### src/rtl/mima_pkg.sv
// Shared types for the instruction fetch unit.
//   RESET_PC_DEFAULT : default first fetch address after reset
//   fetch_entry_t    : one prefetch FIFO entry, instruction word tagged with its PC
//   ifu_state_t      : fetch control state (RUN = normal, FLUSH = discarding stale responses)
package mima_pkg;

  localparam logic [31:0] RESET_PC_DEFAULT = 32'h0000_0000;

  typedef struct packed {
    logic [31:0] pc;
    logic [31:0] instr;
  } fetch_entry_t;

  typedef enum logic {
    RUN   = 1'b0,
    FLUSH = 1'b1
  } ifu_state_t;

endpackage

### src/rtl/ifu_prefetch_sync_fifo.sv
// sync_fifo: small circular FIFO whose head is read straight out of the
// storage registers, so a pushed entry becomes visible on the cycle after
// the push.
//   clk, rst        : clock, asynchronous active-low reset (control state only)
//   flush           : empties the FIFO; overrides push and pop in the same cycle
//   push, push_data : write one entry (allowed while full if pop is also asserted)
//   pop             : consume the head entry (ignored while empty)
//   head_valid      : FIFO not empty
//   head_data       : oldest entry
//   count           : number of stored entries, 0..DEPTH
module sync_fifo #(
  parameter type  ENTRY_T = logic [31:0],
  parameter int   DEPTH   = 4,
  localparam int  PTR_W   = $clog2(DEPTH),
  localparam int  CNT_W   = $clog2(DEPTH) + 1
) (
  input  logic             clk,
  input  logic             rst,
  input  logic             flush,
  input  logic             push,
  input  ENTRY_T           push_data,
  input  logic             pop,
  output logic             head_valid,
  output ENTRY_T           head_data,
  output logic [CNT_W-1:0] count
);

  ENTRY_T           mem [DEPTH];
  logic [PTR_W-1:0] wr_ptr;
  logic [PTR_W-1:0] rd_ptr;
  logic             do_push;
  logic             do_pop;

  assign do_pop  = pop && (count != '0);
  // A full FIFO can still take a write when the head leaves in the same cycle.
  assign do_push = push && ((count != CNT_W'(DEPTH)) || do_pop);

  // Pointers wrap naturally because DEPTH is a power of two.
  always_ff @(posedge clk or negedge rst) begin
    if (!rst) begin
      wr_ptr <= '0;
      rd_ptr <= '0;
      count  <= '0;
    end else if (flush) begin
      wr_ptr <= '0;
      rd_ptr <= '0;
      count  <= '0;
    end else begin
      if (do_push) wr_ptr <= wr_ptr + 1'b1;
      if (do_pop)  rd_ptr <= rd_ptr + 1'b1;
      count <= count + CNT_W'(do_push) - CNT_W'(do_pop);
    end
  end

  always_ff @(posedge clk) begin
    if (do_push && !flush) mem[wr_ptr] <= push_data;
  end

  assign head_valid = (count != '0);
  assign head_data  = mem[rd_ptr];

endmodule

### src/rtl/ifu_prefetch.sv
// ifu_prefetch: sequential instruction prefetcher feeding the core.
// Issues word fetches over a valid/ready request channel, buffers the
// in-order responses with their PCs in a prefetch FIFO, and presents one
// instruction per cycle. A redirect flushes the FIFO and arranges for every
// response already owed by memory to be discarded.
//   clk, rst                      : clock, asynchronous active-low reset
//   mem_req_valid/ready/addr      : fetch request channel (held until accepted)
//   mem_rsp_valid/data            : in-order response words, always accepted
//   instr_valid/instr/instr_pc    : FIFO head presented to the core
//   instr_ready                   : core consumes the head this cycle
//   stall                         : no instruction available
//   redirect, redirect_pc         : control-flow change to a new PC
module ifu_prefetch
  import mima_pkg::*;
#(
  parameter int          DEPTH    = 4,
  parameter logic [31:0] RESET_PC = RESET_PC_DEFAULT
) (
  input  logic        clk,
  input  logic        rst,
  output logic        mem_req_valid,
  input  logic        mem_req_ready,
  output logic [31:0] mem_req_addr,
  input  logic        mem_rsp_valid,
  input  logic [31:0] mem_rsp_data,
  output logic        instr_valid,
  output logic [31:0] instr,
  output logic [31:0] instr_pc,
  input  logic        instr_ready,
  output logic        stall,
  input  logic        redirect,
  input  logic [31:0] redirect_pc
);

  localparam int CNT_W = $clog2(DEPTH) + 1;
  localparam int SUM_W = CNT_W + 2;

  ifu_state_t       state;
  ifu_state_t       state_nxt;
  logic [31:0]      fetch_pc;
  logic [31:0]      push_pc;
  logic [31:0]      redirect_target;
  logic [CNT_W-1:0] outstanding;
  logic [CNT_W-1:0] drop_cnt;
  logic [CNT_W-1:0] drop_cnt_nxt;
  logic [CNT_W-1:0] fifo_count;
  logic             req_stale;
  logic             req_stale_nxt;
  logic             accept;
  logic             credit_ok;
  logic             raise;
  logic             drop_rsp;
  logic             push;
  logic             pop;
  fetch_entry_t     head;

  assign accept          = mem_req_valid & mem_req_ready;
  assign redirect_target = {redirect_pc[31:2], 2'b00};
  // Buffered, in-flight and pending requests together never exceed the FIFO size.
  assign credit_ok = (SUM_W'(fifo_count) + SUM_W'(outstanding) + SUM_W'(mem_req_valid))
                     < SUM_W'(DEPTH);
  assign raise = (!mem_req_valid || accept) && !redirect && credit_ok;
  assign pop   = instr_valid & instr_ready & ~redirect;

  // Drop accounting. On redirect every response still owed becomes stale,
  // including one accepted this cycle; a pending request not yet accepted is
  // remembered in req_stale and joins drop_cnt once it is accepted.
  always_comb begin
    drop_cnt_nxt  = drop_cnt;
    req_stale_nxt = req_stale;
    if (redirect) begin
      drop_cnt_nxt  = outstanding - CNT_W'(mem_rsp_valid) + CNT_W'(accept);
      req_stale_nxt = mem_req_valid & ~mem_req_ready;
    end else begin
      if (drop_rsp) drop_cnt_nxt = drop_cnt_nxt - 1'b1;
      if (accept && req_stale) begin
        drop_cnt_nxt  = drop_cnt_nxt + 1'b1;
        req_stale_nxt = 1'b0;
      end
    end
  end

  always_ff @(posedge clk or negedge rst) begin
    if (!rst) state <= RUN;
    else      state <= state_nxt;
  end

  always_comb begin
    state_nxt = state;
    case (state)
      RUN: begin
        if (redirect && ((drop_cnt_nxt != '0) || req_stale_nxt)) state_nxt = FLUSH;
      end
      FLUSH: begin
        if (redirect) state_nxt = ((drop_cnt_nxt != '0) || req_stale_nxt) ? FLUSH : RUN;
        else if ((drop_cnt == '0) && !req_stale) state_nxt = RUN;
      end
      default: state_nxt = RUN;
    endcase
  end

  // drop_cnt is zero whenever the FSM is in RUN, so only FLUSH discards words.
  always_comb begin
    drop_rsp = 1'b0;
    if (state == FLUSH) drop_rsp = mem_rsp_valid && (drop_cnt != '0);
    push = mem_rsp_valid && !drop_rsp && !redirect;
  end

  always_ff @(posedge clk or negedge rst) begin
    if (!rst) begin
      mem_req_valid <= 1'b0;
      fetch_pc      <= RESET_PC;
      push_pc       <= RESET_PC;
      outstanding   <= '0;
      drop_cnt      <= '0;
      req_stale     <= 1'b0;
    end else begin
      outstanding <= outstanding + CNT_W'(accept) - CNT_W'(mem_rsp_valid);
      drop_cnt    <= drop_cnt_nxt;
      req_stale   <= req_stale_nxt;
      // fetch_pc always names the next address to be requested.
      if (raise) begin
        mem_req_valid <= 1'b1;
        fetch_pc      <= fetch_pc + 32'd4;
      end else if (accept) begin
        mem_req_valid <= 1'b0;
      end
      if (redirect) begin
        fetch_pc <= redirect_target;
        push_pc  <= redirect_target;
      end else if (push) begin
        push_pc <= push_pc + 32'd4;
      end
    end
  end

  always_ff @(posedge clk) begin
    if (raise) mem_req_addr <= fetch_pc;
  end

  sync_fifo #(
    .ENTRY_T (fetch_entry_t),
    .DEPTH   (DEPTH)
  ) u_fifo (
    .clk        (clk),
    .rst        (rst),
    .flush      (redirect),
    .push       (push),
    .push_data  ('{pc: push_pc, instr: mem_rsp_data}),
    .pop        (pop),
    .head_valid (instr_valid),
    .head_data  (head),
    .count      (fifo_count)
  );

  assign instr    = head.instr;
  assign instr_pc = head.pc;
  assign stall    = ~instr_valid;

  a_rsp_owed: assert property (@(posedge clk) disable iff (!rst)
    mem_rsp_valid |-> (outstanding != '0));
  a_out_bound: assert property (@(posedge clk) disable iff (!rst)
    outstanding <= CNT_W'(DEPTH));
  a_drop_bound: assert property (@(posedge clk) disable iff (!rst)
    drop_cnt <= outstanding);

endmodule

### config.mk
export PLATFORM = sky130hd
export DESIGN_NAME = ifu_prefetch
export DESIGN_NICKNAME = d
export VERILOG_FILES = /design/src/rtl/mima_pkg.sv /design/src/rtl/ifu_prefetch_sync_fifo.sv /design/src/rtl/ifu_prefetch.sv
export SDC_FILE = /design/constraint.sdc
export NUM_CORES = 1
export LEC_CHECK = 0
export ABC_AREA = 0
export CAP_MARGIN = 10
export CORE_UTILIZATION = 47
export CTS_CLUSTER_DIAMETER = 60
export DETAILED_ROUTE_END_ITERATION = 8
export PLACE_DENSITY = 0.69
export SYNTH_ARGS = -nofsm -noshare
export SYNTH_HDL_FRONTEND = slang
export SYNTH_SLANG_ARGS = --single-unit
### constraint.sdc
create_clock -name clk -period 7.1 [get_ports clk]
set_input_delay 1.42 -clock clk [delete_from_list [all_inputs] [get_ports clk]]
set_output_delay 1.42 -clock clk [all_outputs]
set_load 0.05 [all_outputs]
---- Word level (Yosys, flattened, before mapping) ----
Memories as Yosys holds them, arrays and structs flattened.
Index checks and enable logic that the tools add are counted.
cells by class
  order comparisons ....................... 1
  add/subtract/negate cells ............... 14
  equality and inequality tests ........... 1
  muxes and demuxes ....................... 25
  bitwise operators ....................... 8
  reductions and logical operators ........ 27
operators by type and width
  cell                   count
  $mux 32                4
  $add 32x3->32 const B  2
  $mux 3                 5
  $logic_and 1x1->1      11
  $mux 1                 11
  $reduce_bool 2->1      5
  $add 3x1->3            3
  $reduce_bool 3->1      3
  $sub 3x1->3            3
  $mux 2                 4
  $add 4x1->5            1
  $lt 5x3->1 const B     1
  $add 2x1->2 const B    2
  $add 3x3->4            1
  $and 1x1->1            4
  $logic_not 1->1        4
  $not 1->1              4
  $add 3x1->3 const B    1
  $logic_not 3->1        1
  $logic_or 1x1->1       3
  $ne 3x3->1 const B     1
  $sub 3x1->3 const B    1
  $pmux 1 s2             1
storage, ports and cells
  bits in writable memories ............... 256
  output and inout bits ................... 99
  flip-flop bits (word level) ............. 112
  input bits .............................. 70
  logic and storage cells ................. 88
  memories ................................ 1
memories
  name        words  bits a word  rd ports  clocked after memory_dff  wr ports  RTL line                      text
  u_fifo.mem  4      64           1         0                         1         ifu_prefetch_sync_fifo.sv:28  ENTRY_T mem [DEPTH];

---- Logic depth before layout (Yosys ltp) ----
  depth after elaboration ................. 13
  depth in mapped cells ................... 12
  depth with buffers taken out ............ 11

---- Hierarchy ----
From an unflattened synthesis, not the netlist that was laid out.
second synthesis, totals
  cell total of the unflattened synthesis .. 865
  area, all modules ....................... 14607.8 µm²
modules (own cells, without submodules)
  module        cells an instance  seq. area each (µm²)  area an instance (µm²)  instances
  sync_fifo     378                7862.5                9673.0                  1
  ifu_prefetch  487                2627.5                4934.7                  1

---- Least setup slack after synthesis ----
OpenSTA, ideal clock, no wires.
  path kind ............................... input port to flip-flop
  start point ............................. in redirect
  end point ............................... mem u_fifo.mem[0][0] in the netlist's numbering (enable)
  required time ........................... 6.674 ns
  setup time .............................. 0.426 ns
  buffers on the path ..................... 1
  stages on the path ...................... 3
  setup slack ............................. 3.177 ns
  arrival time ............................ 3.496 ns
  cells stage by stage .................... clkbuf_1 > nor3_2 > and2_1
on the way
  cells in the longest elaborated chain, start to end .. 8
  elaborated cells on any way between the ends .. 10
  classes of those cells .................. mux: 2; bitwise: 2; reduce/logical: 6
ends and longest elaborated chain
  what                              RTL line                      text
  from (decl)                       ifu_prefetch.sv:31            input logic redirect,
  $not 1->1                         ifu_prefetch.sv:63            assign pop = instr_valid & instr_ready & ~redirect;
  $and 1x1->1                       ifu_prefetch.sv:63
  $logic_and 1x1->1                 ifu_prefetch_sync_fifo.sv:34  assign do_pop = pop && (count != '0);
  $logic_or 1x1->1                  ifu_prefetch_sync_fifo.sv:36  assign do_push = push && ((count != CNT_W'(DEPTH)) || do_pop);
  $logic_and 1x1->1                 ifu_prefetch_sync_fifo.sv:36
  $logic_and 1x1->1 (*)             ifu_prefetch_sync_fifo.sv:56  if (do_push && !flush) mem[wr_ptr] <= push_data;
  $mux 1 (*)                        ifu_prefetch_sync_fifo.sv:56
  $mux 1 (implied by the code) (*)  ifu_prefetch_sync_fifo.sv:56
  to (decl)                         ifu_prefetch_sync_fifo.sv:28
Mark *: on every way between the ends. The rest lies on a longest branch, timed or not.

---- Worst setup path in the final report ----
  start point ............................. reg u_fifo.rd_ptr[0]
  end point ............................... out instr_pc[27]
on the way
  cells in the longest elaborated chain, start to end .. 1
ends and longest elaborated chain
  what                    RTL line                      text
  from (decl)             ifu_prefetch_sync_fifo.sv:30  logic [PTR_W-1:0] rd_ptr;
  from (signal assigned)  ifu_prefetch_sync_fifo.sv:50  if (do_pop) rd_ptr <= rd_ptr + 1'b1;
  $mem_v2 4x64            -
  to (decl)               ifu_prefetch.sv:28            output logic [31:0] instr_pc,
No other way between the ends.

==> impl_metrics.ini <==
[critical_path]
endpoint_kind = primary output
required_ps = 5680
crit-reg2reg-launch = drop_cnt[0]
critical_path.max_fanout = 45
r2r_cells = 8
crit_chain = buf_4 > mux4_2 > clkdlybuf4s50_1
r2r_slack_ps = 3850
path_class = reg -> out
cp-start-kind = flop
r2r_end = u_fifo.mem[1][9]
worstSetupEndpoint = instr_pc[27]
arrival_ps = 3410
max_stage_delay_ps = 1000
cpMaxStageDelayCell = dfrtp_4
startpoint = u_fifo.rd_ptr[0]

[sta]
min_period_ps = 4830
slew_violations = 0
fmax_mhz = 207
hold_violations = 0
fin_skew_ps = 19.5
tns_ps = 0
worstMarginPinSlew_ps = 1040
fin_crit_sh_pct = 68.0
rsz0062_at_grt = false
max_slew_margin_pct = 30.9
setup_violations = 0

[pwr]
powerDensity_nw_per_um2 = 375
p_total_uw = 6580
max-vdd-ir-drop_v = 0.000205
p_leak_uw = 0.00594

[drt]
via_per_inst = 5.54
first_iter_violations = 411
routed_wl_um = 28600
drc = 0
antenna_left = 0
firstDrtPassIters = 5
wl_per_cell_um = 20.0
vias = 7911

[clock_tree]
cts_setup_buffers = 0
cts_htree_levels = 2
max-clock-path-buffers = 3
clk_latency_ps = 520
post_cts_resized = 0
cts.root.buffer_cell = clkbuf_16
cts_tree = built
path_clk_slew_ps = 60
cts_buffers = 37
hold_buffers = 0
clock_sinks = 354

[floorplan]
die_w_um = 177
fp.dieH_um = 177
coreArea_um2 = 29800
initial_core_util_pct = 48.1
pin_count = 169
die_area_um2 = 31200
rows = 63

[logic_synthesis]
async_reset_ff_share_pct = 21.5
synth_top_area_cell = edfxtp_1
yosysUniqueCellTypes = 59
synth-main-ff-cell = edfxtp_1
synth_most_common_cell = edfxtp_1
ys_top_cells_by_count = 278 x edfxtp_1, 76 x dfrtp_1, 65 x nand2_1
syn_area_um2 = 14300
ys_warn_count = 0
synthCells = 833
synth_area_per_cell_um2 = 17.2
synth.area.top_cells = edfxtp_1 58%, dfrtp_1 13%, mux4_2 9.7%
ys_seq_area_share_pct = 71.5
synth_edf_count = 278
yosysTopAreaCellShare_pct = 58.2
ys_ff_latch = 354

[run_status]
run_status = finished clean

[layout]
final_cells = 1427
fillers = 2295
final_nets = 1096
area_delta_synth_final_pct = 22.6
diodes = 0
drive_gt1_share_pct = 15.1

[run]
cap_violations = 0

[grt]
grt_pass1_wl_um = 45000
antenna_found_initial = 0
grt_max_degree = 58
overflow = 0
grtUsageTotal_pct = 18.9
grt_pass1_vias = 7944

[worst_hold_path]
holdPathStages = 0
holdCritPathClass = reg -> reg
worstHoldStart = fetch_pc[11]

[placement]
place.gp.congestion = 0.818
hpwl_um = 18200
numPortBuffers = 162
dp_cells = 1359
## worst max-delay path: cells and delay by family (launching register included)
family	cells	cell delay, ps
buf+inv	2	1240
flops	1	1000
mux	1	570
## flip-flops by register name, indices dropped and copies added (netlist names)
signal         cells
u_fifo.count       3
u_fifo.mem       248
push_pc           30
fetch_pc          30
mem_req_valid      1
mem_req_addr      30
drop_cnt           3
outstanding        3
u_fifo.rd_ptr      2
req_stale          1
state              1
u_fifo.wr_ptr      2
## worst min path at each step
| stage | end |
|---|---|
| finish | mem_req_addr[11] |
| global route | mem_req_addr[11] |
| CTS | mem_req_addr[21] |
| detailed placement | mem_req_addr[11] |
| global placement | mem_req_addr[31] |
| floorplan | mem_req_addr[12] |
## layer usage
layer	vias up	share of wire, %	track usage (%)	routed length, um
met5	-	0	0	0
met4	0	2.0	5.64	563
met3	41	5.7	3.16	1620
met2	245	46	28.5	13200
met1	4003	46	28.3	13200
li1	3622	-	-	-
## through the flow
step	hold WS, ps	utilization (%)	setup slack, ps	area (um^2)
after floorplan	420	-	3180	14400
after global placement	469	54.9	2550	16400
after detailed placement	478	54.9	2540	16400
after CTS	498	59.0	2130	17600
after global routing	508	59.0	2010	17600
final	498	59.0	2270	17600
## kinds of logic after synthesis
family / Yosys count / share of synthesized area [%]
flip-flops: 354 / 71.5
AND/OR/NAND/NOR: 193 / 7.63
AO/OA/AOI/OAI: 90 / 4.10
multiplexers: 73 / 10.6
buffers and inverters: 61 / 1.89
XOR/XNOR: 43 / 2.63
adder cells (fa/ha/maj): 18 / 1.68
other: 1 / 0.0262
## cell type report
cell class | instances | area [um^2] | area share, %
Clock buffer | 49 | 1030 | 5.89
Multi-Input combinational cell | 421 | 3830 | 21.8
Tap cell | 390 | 488 | 2.78
Timing Repair Buffer | 173 | 1700 | 9.65
Inverter | 21 | 78.8 | 0.448
Clock inverter | 19 | 189 | 1.07
Sequential cell | 354 | 10300 | 58.3
## cells in the final DEF (no fill, tap or decap), types with 3 or more instances in the layout
cell and n:
dfrtp_1 74, inv_1 19, bufinv_16 4, xor2_1 29, edfxtp_1 278, clkbuf_16 40, mux2_2 8, nand2b_1 4
nand4_1 24, ha_1 16, clkinv_2 3, clkinv_1 10, o21ai_1 6, nand2_1 65, o211ai_1 10, nand3_1 29
a21oi_1 10, or4_1 7, mux2i_1 3, conb_1 4, nor2_1 17, nor4_4 3, clkbuf_1 9, o311ai_1 8
nor3_1 8, buf_4 12, and2_2 4, and3_1 9, clkdlybuf4s50_1 160, o21ai_0 32, o311ai_0 8, mux4_2 62
xnor2_1 14, a41oi_1 3
## where the power goes
part | total, uW | internal (uW) | switching, uW
Sequential | 2750 | 2500 | 246
Combinational | 1900 | 723 | 1180
Clock | 1940 | 1170 | 764
Total | 6580 | 4390 | 2190
Note: power is estimated with default switching activity, not from simulation.
